`config.mk`:
```
export PLATFORM = sky130hd
export DESIGN_NAME = fsm_trace_buffer
export DESIGN_NICKNAME = d
export VERILOG_FILES = /design/src/rtl/fsm_trace_buffer.sv
export SDC_FILE = /design/constraint.sdc
export NUM_CORES = 1
export LEC_CHECK = 0
export ABC_AREA = 1
export CORE_ASPECT_RATIO = 2
export CORE_MARGIN = 8
export CORE_UTILIZATION = 40
export DETAILED_ROUTE_END_ITERATION = 8
export PLACE_DENSITY = 0.68
export SYNTH_ARGS = -nofsm -noshare
export SYNTH_HDL_FRONTEND = slang
export SYNTH_SLANG_ARGS = --single-unit
```
`constraint.sdc`:
```
create_clock -name CLK -period 4.4 [get_ports CLK]
set_input_delay 0.88 -clock CLK [delete_from_list [all_inputs] [get_ports CLK]]
set_output_delay 0.88 -clock CLK [all_outputs]
set_load 0.02 [all_outputs]
```
`src/rtl/fsm_trace_buffer.sv`:
```
// fsm_trace_buffer: logs {A,B} state transitions (prev state, new state, Q, dwell) into a FIFO.
// Latency: an event sampled at edge k is at the head (OUT_VALID=1) right after edge k when the FIFO was empty.
// Backpressure: OUT_VALID/OUT_READY; head held while stalled; an event that finds the FIFO full with no pop is dropped and sets sticky OVF.
module fsm_trace_buffer #(
  parameter int DEPTH = 4,
  parameter int TW    = 4
) (
  input  logic                   CLK,
  input  logic                   RST,
  input  logic                   A,
  input  logic                   B,
  input  logic                   Q,
  input  logic                   OUT_READY,
  output logic                   OUT_VALID,
  output logic [TW+4:0]          OUT_DATA,
  output logic [$clog2(DEPTH):0] COUNT,
  output logic                   FULL,
  output logic                   OVF
);

  localparam int AW = $clog2(DEPTH);
  localparam int CW = AW + 1;
  localparam int EW = TW + 5;

  // Tracker state
  logic [1:0]    prev_q,  prev_d;
  logic [TW-1:0] dwell_q, dwell_d;
  logic          ovf_q,   ovf_d;

  // FIFO bookkeeping and storage (storage is never reset; it is only
  // presented while the FIFO holds entries)
  logic [AW-1:0] head_q,  head_d;
  logic [AW-1:0] tail_q,  tail_d;
  logic [CW-1:0] count_q, count_d;
  logic [EW-1:0] mem_q [DEPTH];

  logic [1:0]    state_cur;
  logic          event_w;
  logic          full_w;
  logic          empty_w;
  logic          pop_w;
  logic          push_w;
  logic [EW-1:0] entry_w;

  assign state_cur = {A, B};
  assign full_w    = (count_q == CW'(DEPTH));
  assign empty_w   = (count_q == '0);

  // An event is any change of the observed state against the last recorded one
  assign event_w = (state_cur != prev_q);
  assign entry_w = {prev_q, A, B, Q, dwell_q};

  // A pop frees a slot in the same edge, so a full FIFO can still accept
  assign pop_w  = !empty_w && OUT_READY;
  assign push_w = event_w && (!full_w || pop_w);

  // Next-state for tracker, pointers, occupancy and overflow flag
  always_comb begin
    prev_d  = prev_q;
    dwell_d = dwell_q;
    ovf_d   = ovf_q;
    head_d  = head_q;
    tail_d  = tail_q;
    count_d = count_q;

    if (event_w) begin
      prev_d  = state_cur;
      dwell_d = '0;
    end else if (dwell_q != {TW{1'b1}}) begin
      dwell_d = dwell_q + TW'(1);
    end

    if (pop_w) begin
      head_d = head_q + AW'(1);
    end
    if (push_w) begin
      tail_d = tail_q + AW'(1);
    end

    if (push_w && !pop_w) begin
      count_d = count_q + CW'(1);
    end else if (pop_w && !push_w) begin
      count_d = count_q - CW'(1);
    end

    // Dropped entry: tracker still moves on, only the record is lost
    if (event_w && full_w && !pop_w) begin
      ovf_d = 1'b1;
    end
  end

  // Control registers with asynchronous reset
  always_ff @(posedge CLK or posedge RST) begin
    if (RST) begin
      prev_q  <= 2'b00;
      dwell_q <= '0;
      ovf_q   <= 1'b0;
      head_q  <= '0;
      tail_q  <= '0;
      count_q <= '0;
    end else begin
      prev_q  <= prev_d;
      dwell_q <= dwell_d;
      ovf_q   <= ovf_d;
      head_q  <= head_d;
      tail_q  <= tail_d;
      count_q <= count_d;
    end
  end

  // Entry storage write at the tail
  always_ff @(posedge CLK) begin
    if (push_w) begin
      mem_q[tail_q] <= entry_w;
    end
  end

  // Outputs are decoded from registers only; head data is forced to zero when empty
  assign OUT_VALID = !empty_w;
  assign OUT_DATA  = empty_w ? '0 : mem_q[head_q];
  assign COUNT     = count_q;
  assign FULL      = full_w;
  assign OVF       = ovf_q;

endmodule

```
# Yosys cells after proc, flatten, opt, wreduce, memory -nomap -nowiden

Memory sizes are Yosys's and may differ from the RTL's.
Cells that the tools add are included.

Bits in registers: 14
Latch bits: 0
RAM bits: 36
ROM bits: 0
Input bits: 6
Output and inout bits: 15
Logic and storage cells: 36
Memories kept: 1

Add/sub/neg operators: 5
$mul: 0
Div/mod/pow operators: 0
$lt $le $gt $ge: 0
Equal/unequal tests: 3
Shift-type cells: 0
Multiplexer cells: 7
Bitwise logic cells: 0
Reductions and logical operators: 14

Memory list:

| memory | words | width | read ports | clocked after Yosys merged registers in | wr ports | RTL line | text |
|---|---|---|---|---|---|---|---|
| mem_q  | 4     | 9     | 1          | 0                                       | 1        | 35       | `logic [EW-1:0] mem_q [DEPTH];` |

Operators with widths:

| operator                                                           | number |
|---|---|
| 9-bit 2-to-1 mux                                                   | 1 |
| 4-bit 2-to-1 mux                                                   | 2 |
| 1-bit logical AND                                                  | 6 |
| 3-bit 2-to-1 mux                                                   | 2 |
| 2-bit by 1-bit adder with 2-bit output, second input constant      | 2 |
| 4-bit by 1-bit adder with 4-bit output, second input constant      | 1 |
| 1-bit zero test                                                    | 4 |
| 4-bit inequality test, second input constant                       | 1 |
| 2-bit nonzero test                                                 | 2 |
| 3-bit by 1-bit adder with 3-bit output, second input constant      | 1 |
| 3-bit equality test, second input constant                         | 1 |
| 3-bit zero test                                                    | 1 |
| 3-bit by 1-bit subtractor with 3-bit output, second input constant | 1 |
| 1-bit 2-to-1 mux                                                   | 2 |
| 2-bit inequality test                                              | 1 |
| 1-bit logical OR                                                   | 1 |

# Longest topological paths before layout

Word-level depth: 9
Mapped depth: 13
Mapped depth without buffers: 13

# Worst setup path before layout

Ideal clock, no wire load.

Path type: reg-to-output
Start point: register count_q[0] (netlist: COUNT[0])
End point: output port OUT_DATA[0]
Arrival: 1.472 ns
Data required time: 3.520 ns
Path slack: 2.048 ns
Cell stages (with the launch flop): 5
Buffers on the path: 0
Cell sequence: dfrtp_1 inv_1 nand3_1 clkinv_1 a21oi_1

Longest elaborated chain between the ends: 2

Ends and longest elaborated chain:

| item                     | RTL line | text |
|---|---|---|
| start: declaration       | 34       | `logic [CW-1:0] count_q, count_d;` |
| start signal: assignment | 107      | `count_q <= count_d;` |
| 3-bit zero test          | 47       | `assign empty_w = (count_q == '0);` |
| 9-bit 2-to-1 mux         | 120      | `assign OUT_DATA = empty_w ? '0 : mem_q[head_q];` |
| end: declaration         | 15       | `output logic [TW+4:0] OUT_DATA,` |

Every way passes these cells.

# Worst setup path in the final report

Start point: register head_q[0]
End point: output port OUT_DATA[5]

Longest elaborated chain between the ends: 2

Ends and longest elaborated chain:

| item                     | RTL line | text |
|---|---|---|
| start: declaration       | 32       | `logic [AW-1:0] head_q, head_d;` |
| start signal: assignment | 98       | `head_q <= '0;` |
| start signal: assignment | 105      | `head_q <= head_d;` |
| memory read 4 x 9 bit    | -        |  |
| 9-bit 2-to-1 mux         | 120      |  |

Every way passes these cells.

==> results.toml <==
[run_status]
outcome = "finished, final reports clean"

[power_and_ir_drop]
vdd_drop_max_uv = 448
power.switching_uw = 687
leakagePower_uw = 0.00109
power_density_nw_per_um2 = 695
clkPwrFrac = 0.142
p_seq_frac = 0.422
p_int_uw = 1070
share_comb_of_total_power = 0.437
swShare = 0.390

[logic_synthesis]
yosysUniqueCellTypes = 24
yosys_warnings = 0
synth-xor-area-share = 0.0157
synth_compound_area_frac = 0.0472
synthAdderAreaFrac = 0.0427
synth_area_leader_cell = "edfxtp_1"
synth_top_area_frac = 0.486
synthesis.area_um2 = 2220
synth_cells = 216
ys_ff_latch = 50
synthSimpleGateAreaFrac = 0.179
synth_seq_area_share = 0.643
synthMuxAreaShare = 0
synthTopCellsByArea = "edfxtp_1 49%, dfrtp_1 16%, nand2_1 10%"
avgSynthCellArea_um2 = 10.3
synthesis.nets = 229
synth_top_family_by_area = "simple AND/OR/NAND/NOR gates"

[sta]
final.setup.tns_ps = 0
setup_violations = 0
maxSlewHeadroom = 0.403
period_needed_ps = 3270
hold_violations = 0
worst_pin_slew_ps = 892
drv_slew = 0
whs_ps = 477
rsz0062_at_grt = "false"
fin_crit_sh = 0.743
fin_skew_ps = 4.12
setup_slack_ps = 1130
fmax_mhz = 306

[worst_setup_path]
cp_slowest_stage_delay_ps = 640
cp_max_fo = 20
critical_path_required_ps = 3520
crit_top_cell = "nand2_1"
start_kind = "register"
crit_slowest_cell = "dfrtp_1"
arrival_ps = 2390
crit_chain = "inv_2, nand2_1, nand2_1, nand2_1, a21oi_1, clkdlybuf4s50_1"
worst_setup_path_end_kind = "output pin"
cp_top_family = "buffers and inverters"
cp_num_buf_inv = 2
critPathKind = "reg2out"

[final_layout]
regArea_um2 = 1430
fillers = 495
nNetsFinal = 250
multi_input_area_um2 = 633
antennaDiodeCount = 0
area_delta_synth_final_pct = 13.7
drive_above_1_share = 0.0420
final_util = 0.467

[cts]
cts.repair.resized = 0
ctsRootBufferMaster = "clkbuf_8"
post-cts-setup-buffer-count = 0
htreeDepth = 2
insertion_delay_ps = 300
cts_buffers = 5
tritoncts = "yes"
cts_hold_buf = 0
cts.path.max_buffers = 2
cts.clk_slew.worst_paths_ps = 80
clock_sinks = 50

[routing]
dr_total_vias = 1435
wire_per_inst_um = 13.0
drt_iter0_drc = 58
finalWirelength_um = 3890
drt.antenna.violating_nets = 0
firstDrtPassIters = 4
via_per_inst = 4.82
drc = 0

[floorplan]
die_area_um2 = 8350
num_rows = 38
chipHeight_um = 121
core_area_um2 = 5420
initial_core_util = 0.410
io_pins = 21
fp.dieW_um = 68.7

[global_route]
grt_pass1_wl_um = 6630
grtUsageTotal = 0.105
antenna_found_initial = 0
grt_pass1_vias = 1441
grt_max_degree = 21
grt.overflow.total = 0

[placed_design]
hpwl_um = 2730
io_buffers = 20
pre_cts_ws_ps = 1250
place_congestion = 0.815

[worst_hold_path]
min_path_type = "reg2reg"

[job]
max-cap-violations = 0
[power by group through the flow]
stage	logic, µW	registers (µW)	clock network (µW)
after floorplan	527	733	0
after global placement	777	754	0
after global routing	868	761	272
final	768	741	249
after CTS	787	745	256
after detailed placement	782	756	0
[registers in the layout, summed over array words and instances, names as in the netlist]
signal   cells
prev_q       2
COUNT        3
mem_q       36
tail_q       2
OVF          1
head_q       2
dwell_q      4
[synth_stat cells (all sizes together)]
library cell / number
xor2: 2
nor3: 1
o21ai: 12
clkbuf: 3
a21oi: 9
nand2: 60
ha: 6
edfxtp: 36
nand3b: 1
nand4: 1
buf: 3
xnor2: 2
fa: 1
nand3: 10
clkinv: 1
nor2: 27
dfrtp: 14
inv: 27
[worst paths after layout]
path	cells past startpoint	from	to	slack (ps)
min in group asynchronous	2	RST	COUNT[2]	920
max in group asynchronous	2	RST	dwell_q[3]	3120
setup reg to reg	12	prev_q[0]	COUNT[2]	2340
hold reg to reg	2	OVF	OVF	480
setup / recovery	6	head_q[0]	OUT_DATA[5]	1130
hold / removal	2	OVF	OVF	480
[per-layer routing]
| layer | wire (µm) | GRT usage |
|---|---|---|
| met5 | 0 | 0 |
| met4 | 139 | 0.0594 |
| met3 | 161 | 0.0241 |
| met2 | 2180 | 0.192 |
| met1 | 1410 | 0.0989 |
[cell families after synthesis]
group,count (synthesis)
flip-flops,50
XOR/XNOR,4
AO/OA/AOI/OAI,21
AND/OR/NAND/NOR,100
adder cells (fa/ha/maj),7
buffers and inverters,34
[metrics by stage]
step | power (µW) | area [µm²] | cells
after floorplan | 1260 | 2220 | 216
after global placement | 1530 | 2440 | 290
after detailed placement | 1540 | 2440 | 290
after CTS | 1790 | 2530 | 298
after global routing | 1900 | 2530 | 298
final | 1760 | 2530 | 298
[worst reg2reg max path, stage by stage, from the launching register on]
cell	delay, ps
dfrtp_1	440
inv_1	60
nand2_1	60
nand2_1	100
nand2_1	190
nand2_2	120
inv_1	80
ha_1	160
inv_1	60
fa_1	380
nand2_1	80
nand3_1	80
xor2_1	140
[final cells by class]
| cell class | count | share of cell area |
|---|---|---|
| timing repair buffer | 20 | 0.0791 |
| inverter | 28 | 0.0415 |
| clock buffer | 5 | 0.0272 |
| multi-input combinational | 132 | 0.250 |
| tap | 60 | 0.0297 |
| sequential | 50 | 0.566 |
| clock inverter | 3 | 0.00643 |
[placed cells by master (no fill, tap or decap), drive strengths merged]
master / instances
clkinv: 3
xor2: 2
nand4: 1
clkbuf: 5
clkinvlp: 1
dfrtp: 14
nor3: 1
nand3: 10
o21ai: 12
clkdlybuf4s50: 20
nand2: 60
a21oi: 9
fa: 1
xnor2: 2
ha: 6
inv: 27
edfxtp: 36
nand3b: 1
nor2: 27
Power figures use the tool's default switching activity.
